File: src/rtl/adc_frame_builder.sv
// Packs ADC sample words read from a non-show-ahead FIFO into byte-wide frames:
// a 4-byte header (sync pattern + sequence number) followed by WORDS_PER_FRAME words, MSB byte first.
module adc_frame_builder #(
    parameter int          ADC_BITS        = 12,
    parameter int          SAMPLES         = 4,
    parameter int          WORDS_PER_FRAME = 32,
    parameter logic [15:0] HDR_MAGIC       = 16'hA5C3
) (
    input  logic                         sys_clk,
    input  logic                         reset_n,
    input  logic                         enable,
    input  logic                         fifo_empty,
    input  logic [ADC_BITS*SAMPLES-1:0]  fifo_rd_data,
    output logic                         fifo_rd_en,
    output logic [7:0]                   byte_data,
    output logic                         byte_valid,
    input  logic                         byte_ready,
    output logic                         byte_first,
    output logic                         byte_last,
    output logic [15:0]                  frame_seq,
    output logic                         busy
);

    localparam int WORD_W = ADC_BITS * SAMPLES;
    localparam int BPW    = WORD_W / 8;
    localparam int BCW    = $clog2(BPW + 4);
    localparam int WCW    = 11;

    typedef enum logic [2:0] {
        ST_IDLE    = 3'd0,
        ST_HDR     = 3'd1,
        ST_FETCH   = 3'd2,
        ST_WAIT_RD = 3'd3,
        ST_SEND    = 3'd4
    } state_t;

    state_t              state_r;
    logic [BCW-1:0]      byte_cnt_r;
    logic [WCW-1:0]      word_cnt_r;
    logic [WORD_W-1:0]   shift_r;
    logic [15:0]         frame_seq_r;

    logic                accept_s;
    logic                last_byte_s;
    logic                last_word_s;

    function automatic logic [7:0] hdr_byte(input logic [1:0] idx, input logic [15:0] seq);
        case (idx)
            2'd0:    hdr_byte = HDR_MAGIC[15:8];
            2'd1:    hdr_byte = HDR_MAGIC[7:0];
            2'd2:    hdr_byte = seq[15:8];
            2'd3:    hdr_byte = seq[7:0];
            default: hdr_byte = 8'h00;
        endcase
    endfunction

    assign accept_s    = byte_valid & byte_ready;
    assign last_byte_s = (byte_cnt_r == BCW'(BPW - 1));
    assign last_word_s = (word_cnt_r == WCW'(WORDS_PER_FRAME - 1));
    assign frame_seq   = frame_seq_r;

    // Frame sequencer: the FIFO read strobe is decided one edge early so that it is a
    // register yet still costs only FETCH + WAIT_RD idle cycles between words.
    always_ff @(posedge sys_clk) begin
        if (!reset_n) begin
            state_r     <= ST_IDLE;
            byte_cnt_r  <= {BCW{1'b0}};
            word_cnt_r  <= {WCW{1'b0}};
            shift_r     <= {WORD_W{1'b0}};
            frame_seq_r <= 16'h0000;
            fifo_rd_en  <= 1'b0;
            byte_data   <= 8'h00;
            byte_valid  <= 1'b0;
            byte_first  <= 1'b0;
            byte_last   <= 1'b0;
            busy        <= 1'b0;
        end else begin
            case (state_r)
                ST_IDLE: begin
                    if (enable && !fifo_empty) begin
                        state_r    <= ST_HDR;
                        busy       <= 1'b1;
                        byte_data  <= hdr_byte(2'd0, frame_seq_r);
                        byte_valid <= 1'b1;
                        byte_first <= 1'b1;
                        byte_last  <= 1'b0;
                        byte_cnt_r <= {BCW{1'b0}};
                        word_cnt_r <= {WCW{1'b0}};
                    end else begin
                        busy       <= 1'b0;
                    end
                end
                ST_HDR: begin
                    if (accept_s) begin
                        byte_first <= 1'b0;
                        if (byte_cnt_r == BCW'(3)) begin
                            byte_valid <= 1'b0;
                            byte_cnt_r <= {BCW{1'b0}};
                            fifo_rd_en <= !fifo_empty;
                            state_r    <= ST_FETCH;
                        end else begin
                            byte_cnt_r <= byte_cnt_r + BCW'(1);
                            byte_data  <= hdr_byte(byte_cnt_r[1:0] + 2'd1, frame_seq_r);
                        end
                    end else begin
                        byte_cnt_r <= byte_cnt_r;
                    end
                end
                ST_FETCH: begin
                    if (fifo_rd_en) begin
                        fifo_rd_en <= 1'b0;
                        state_r    <= ST_WAIT_RD;
                    end else begin
                        fifo_rd_en <= !fifo_empty;
                    end
                end
                ST_WAIT_RD: begin
                    byte_data  <= fifo_rd_data[WORD_W-1 -: 8];
                    shift_r    <= fifo_rd_data << 8;
                    byte_valid <= 1'b1;
                    byte_cnt_r <= {BCW{1'b0}};
                    byte_last  <= last_word_s && (BPW == 1);
                    state_r    <= ST_SEND;
                end
                ST_SEND: begin
                    if (accept_s) begin
                        if (last_byte_s) begin
                            byte_valid <= 1'b0;
                            byte_last  <= 1'b0;
                            byte_cnt_r <= {BCW{1'b0}};
                            if (last_word_s) begin
                                state_r     <= ST_IDLE;
                                busy        <= 1'b0;
                                word_cnt_r  <= {WCW{1'b0}};
                                frame_seq_r <= frame_seq_r + 16'd1;
                            end else begin
                                state_r    <= ST_FETCH;
                                word_cnt_r <= word_cnt_r + WCW'(1);
                                fifo_rd_en <= !fifo_empty;
                            end
                        end else begin
                            byte_data  <= shift_r[WORD_W-1 -: 8];
                            shift_r    <= shift_r << 8;
                            byte_cnt_r <= byte_cnt_r + BCW'(1);
                            byte_last  <= last_word_s && (byte_cnt_r == BCW'(BPW - 2));
                        end
                    end else begin
                        byte_cnt_r <= byte_cnt_r;
                    end
                end
                default: begin
                    state_r    <= ST_IDLE;
                    fifo_rd_en <= 1'b0;
                    byte_valid <= 1'b0;
                    byte_first <= 1'b0;
                    byte_last  <= 1'b0;
                    busy       <= 1'b0;
                end
            endcase
        end
    end

endmodule

File: config.mk
export PLATFORM = sky130hd
export DESIGN_NAME = adc_frame_builder
export DESIGN_NICKNAME = d
export VERILOG_FILES = /design/src/rtl/adc_frame_builder.sv
export SDC_FILE = /design/constraint.sdc
export NUM_CORES = 1
export LEC_CHECK = 0
export ABC_AREA = 1
export CAP_MARGIN = 20
export CORE_UTILIZATION = 53
export CTS_CLUSTER_SIZE = 20
export DETAILED_ROUTE_END_ITERATION = 10
export PLACE_DENSITY = 0.78
export SLEW_MARGIN = 20
export SYNTH_ARGS = -nofsm -noshare
export SYNTH_HDL_FRONTEND = slang
export SYNTH_SLANG_ARGS = --single-unit
File: constraint.sdc
create_clock -name sys_clk -period 2 [get_ports sys_clk]
set_clock_uncertainty 0.15 [all_clocks]
set_input_delay 0.4 -clock sys_clk [delete_from_list [all_inputs] [get_ports sys_clk]]
set_output_delay 0.4 -clock sys_clk [all_outputs]
set_load 0.01 [all_outputs]
==> impl_results.md <==
- WL final: 12200 um
- Setup Buffers After CTS: 0
- Register area share after synthesis: 36.7%
- Max incr delay on CP: 0.58 ns
- Peak VDD IR: 0.000527 V
- Worst-path fanout max: 6
- Post-synth EDFFs: 0
- Die height: 96.7 um
- Delay-heaviest family, CP: buffers and inverters
- Power Density: 956 mW/mm^2
- Worst hold slack: 0.326 ns
- # port buffers: 81
- Inserted Clock Buffers: 9
- Dpl cells: 951
- Initial antenna violation count: 0
- Worst Path Required: 1.45 ns
- Cells along the critical path: clkdlybuf4s50_1
- Met2 Resource Use GR: 46.6%
- Layout cells sized above 1: 9.90%
- Row count: 34
- Worst-Skew Late Latency: 0.35 ns
- Total of max-cap violations: 0
- Max Root-Sink Buffers: 2
- Nets@finish: 915
- Crit end category: primary output
- Worst-Margin Slew: 0.488 ns
- Syn-to-layout area delta: 28.8%
- Via-per-instance ratio: 5.27
- Grt ovf: 0
- Die Wd: 96.7 um
- Max-slew violations: 0
- GP Congestion: 0.901
- Fin crit share: 97.1%
- Leakage: 2.49 nW
- Total GRT Usage: 27.0%
- Most used routing layer: met2
- Cell Area, Synth: 0.00475 sq mm
- Synth top area share: 36.7%
- Crit path launch type: flip-flop
- I/O pins: 82
- Class of the worst hold path: reg2reg
- Synth warn: 0
- Cell type with the highest aggregate area in the netlist: dfxtp_1
- FMAX: 515 MHz
- Setup CP Type: reg2out
- Antenna Violating Nets Remaining: 0
- Hold Fails Final Rpt: 0
- Starting Density: 54.7%
- Die area: 0.00935 sq mm
- Synth top area cells: dfxtp_1 37%, nand2_1 20%, nor2_1 11%, nand3_1 6.3%, o21ai_0 5.1%
- RSZ-0062 raised after global routing: false
- CTS tree: built
- Seq cells post-synth: 87
- Avg Inst Size Synth: 6.25 sq um
- Worst path arrival time: 1.39 ns
- Fin crit period: 1.94 ns
- CTS Hold Buffers Added: 0
- # DRC: 0
- Pre-antenna DRT Iters: 5
- Synth Flop Type: dfxtp_1
- Core area: 0.00868 sq mm
- Slowest stage cell, crit path: clkdlybuf4s50_1
- Vias in the first global route: 4959
- Clk sinks: 87
- Largest net degree at the start of global routing: 42
- Post-synth ARST share: 0%
- Outcome: completed
- # setup viols final: 0
- Initial DRC Count: 283
- Inserted Diodes: 0
- Gate Count Post-Synth: 760
- Final std cells w/o fill: 967
- M1 GR Usage: 32.9%
- Worst rel slew slack: 67.1%
- Syn_nets: 820
- Buf/Inv on CP: 1
- Wirelength per Cell: 12.6 um
- Unique masters post-synth: 30
- Met3 usage: 5.20%
- Clk slew on worst S/H paths: 0.08 ns
- Root Buffer: clkbuf_8
- DP HPWL: 8950 um
- First-pass GRT wire length: 21100 um
- Vias: 5099
- Max H-tree Level: 3
[kinds of logic after synthesis]
group	share of synthesized area, %
xor gates and xnor gates	1.47
AOI/OAI and AO/OA	10.7
adders and majority gates	1.84
DFF	36.7
buffers and inverters	7.35
and+or+nand+nor	42.0
[sequential cells by signal, indices dropped and copies added, names as in the netlist]
signal / flops
busy: 1
byte_cnt_r: 4
byte_data: 8
byte_first: 1
byte_last: 1
byte_valid: 1
fifo_rd_en: 1
frame_seq: 16
shift_r: 40
state_r: 3
word_cnt_r: 11
[synthesized netlist by cell type, drive strengths merged, types with 2 or more instances]
cell type  count
buf           22
a21oi         42
dfxtp         87
nand2        260
nand4          5
nor3           7
ha             7
inv           40
nor2         152
nand3         60
clkbuf        10
xor2           6
o21ai         55
xnor2          2
[routing by layer]
metal,share of wire [%],up-vias
met2,48,173
met1,44,2300
met5,0,-
met3,5.7,26
met4,2.3,0
li1,-,2600
[metrics by stage]
| step | setup TNS (ns) | power [mW] | setup slack, ns | instance area [sq um] | utilization (%) |
|---|---|---|---|---|---|
| CTS | 0 | 5.81 | 0.0337 | 6070 | 69.9 |
| finish | 0 | 5.85 | 0.0576 | 6120 | 70.5 |
| global route | 0 | 6.26 | 0.00186 | 6120 | 70.5 |
| detailed placement | -8.62 | 4.45 | -0.203 | 5850 | 67.4 |
| global placement | -5.67 | 4.40 | -0.165 | 5850 | 67.4 |
| floorplan | 0 | 3.65 | 0.278 | 4750 | - |
[placed cells by master, fill, tap and decap left out, types with 9 or more instances in the layout]
master,n
inv_1,35
dfxtp_1,80
clkdlybuf4s50_1,81
nand2_1,249
buf_4,27
nor2_1,145
nand3_1,58
o21ai_0,47
nand2_2,9
a21oi_1,41
clkbuf_8,10
[power breakdown]
| group | switching (mW) | internal [mW] |
|---|---|---|
| Combinational | 1.24 | 0.991 |
| Clock | 0.630 | 0.733 |
| Sequential | 0.211 | 2.04 |
[path summary, 6_finish.rpt]
check,start,end,slack [ns],depth (start not counted)
setup / recovery,frame_seq[9],frame_seq[9],0.06,1
hold / removal,shift_r[9],shift_r[9],0.33,2
setup reg to reg,byte_cnt_r[0],byte_data[5],0.12,8
hold reg to reg,shift_r[9],shift_r[9],0.33,2
[timing repair]
item | in CTS | in global routing
gates cloned | 0 | 1
pin swaps | 0 | 1
setup endpoints to repair | 15 | 67
resized for setup | 1 | 16
[layout make-up]
cell class,count,area [sq um]
Multi-Input combinational cell,601,2710
Inverter,41,156
Clock inverter,5,81.3
Tap cell,108,135
Clock buffer,10,138
Sequential cell,87,1750
Timing Repair Buffer,115,1150
Fill cell,785,2560
Note: power is estimated with default switching activity, not from simulation.
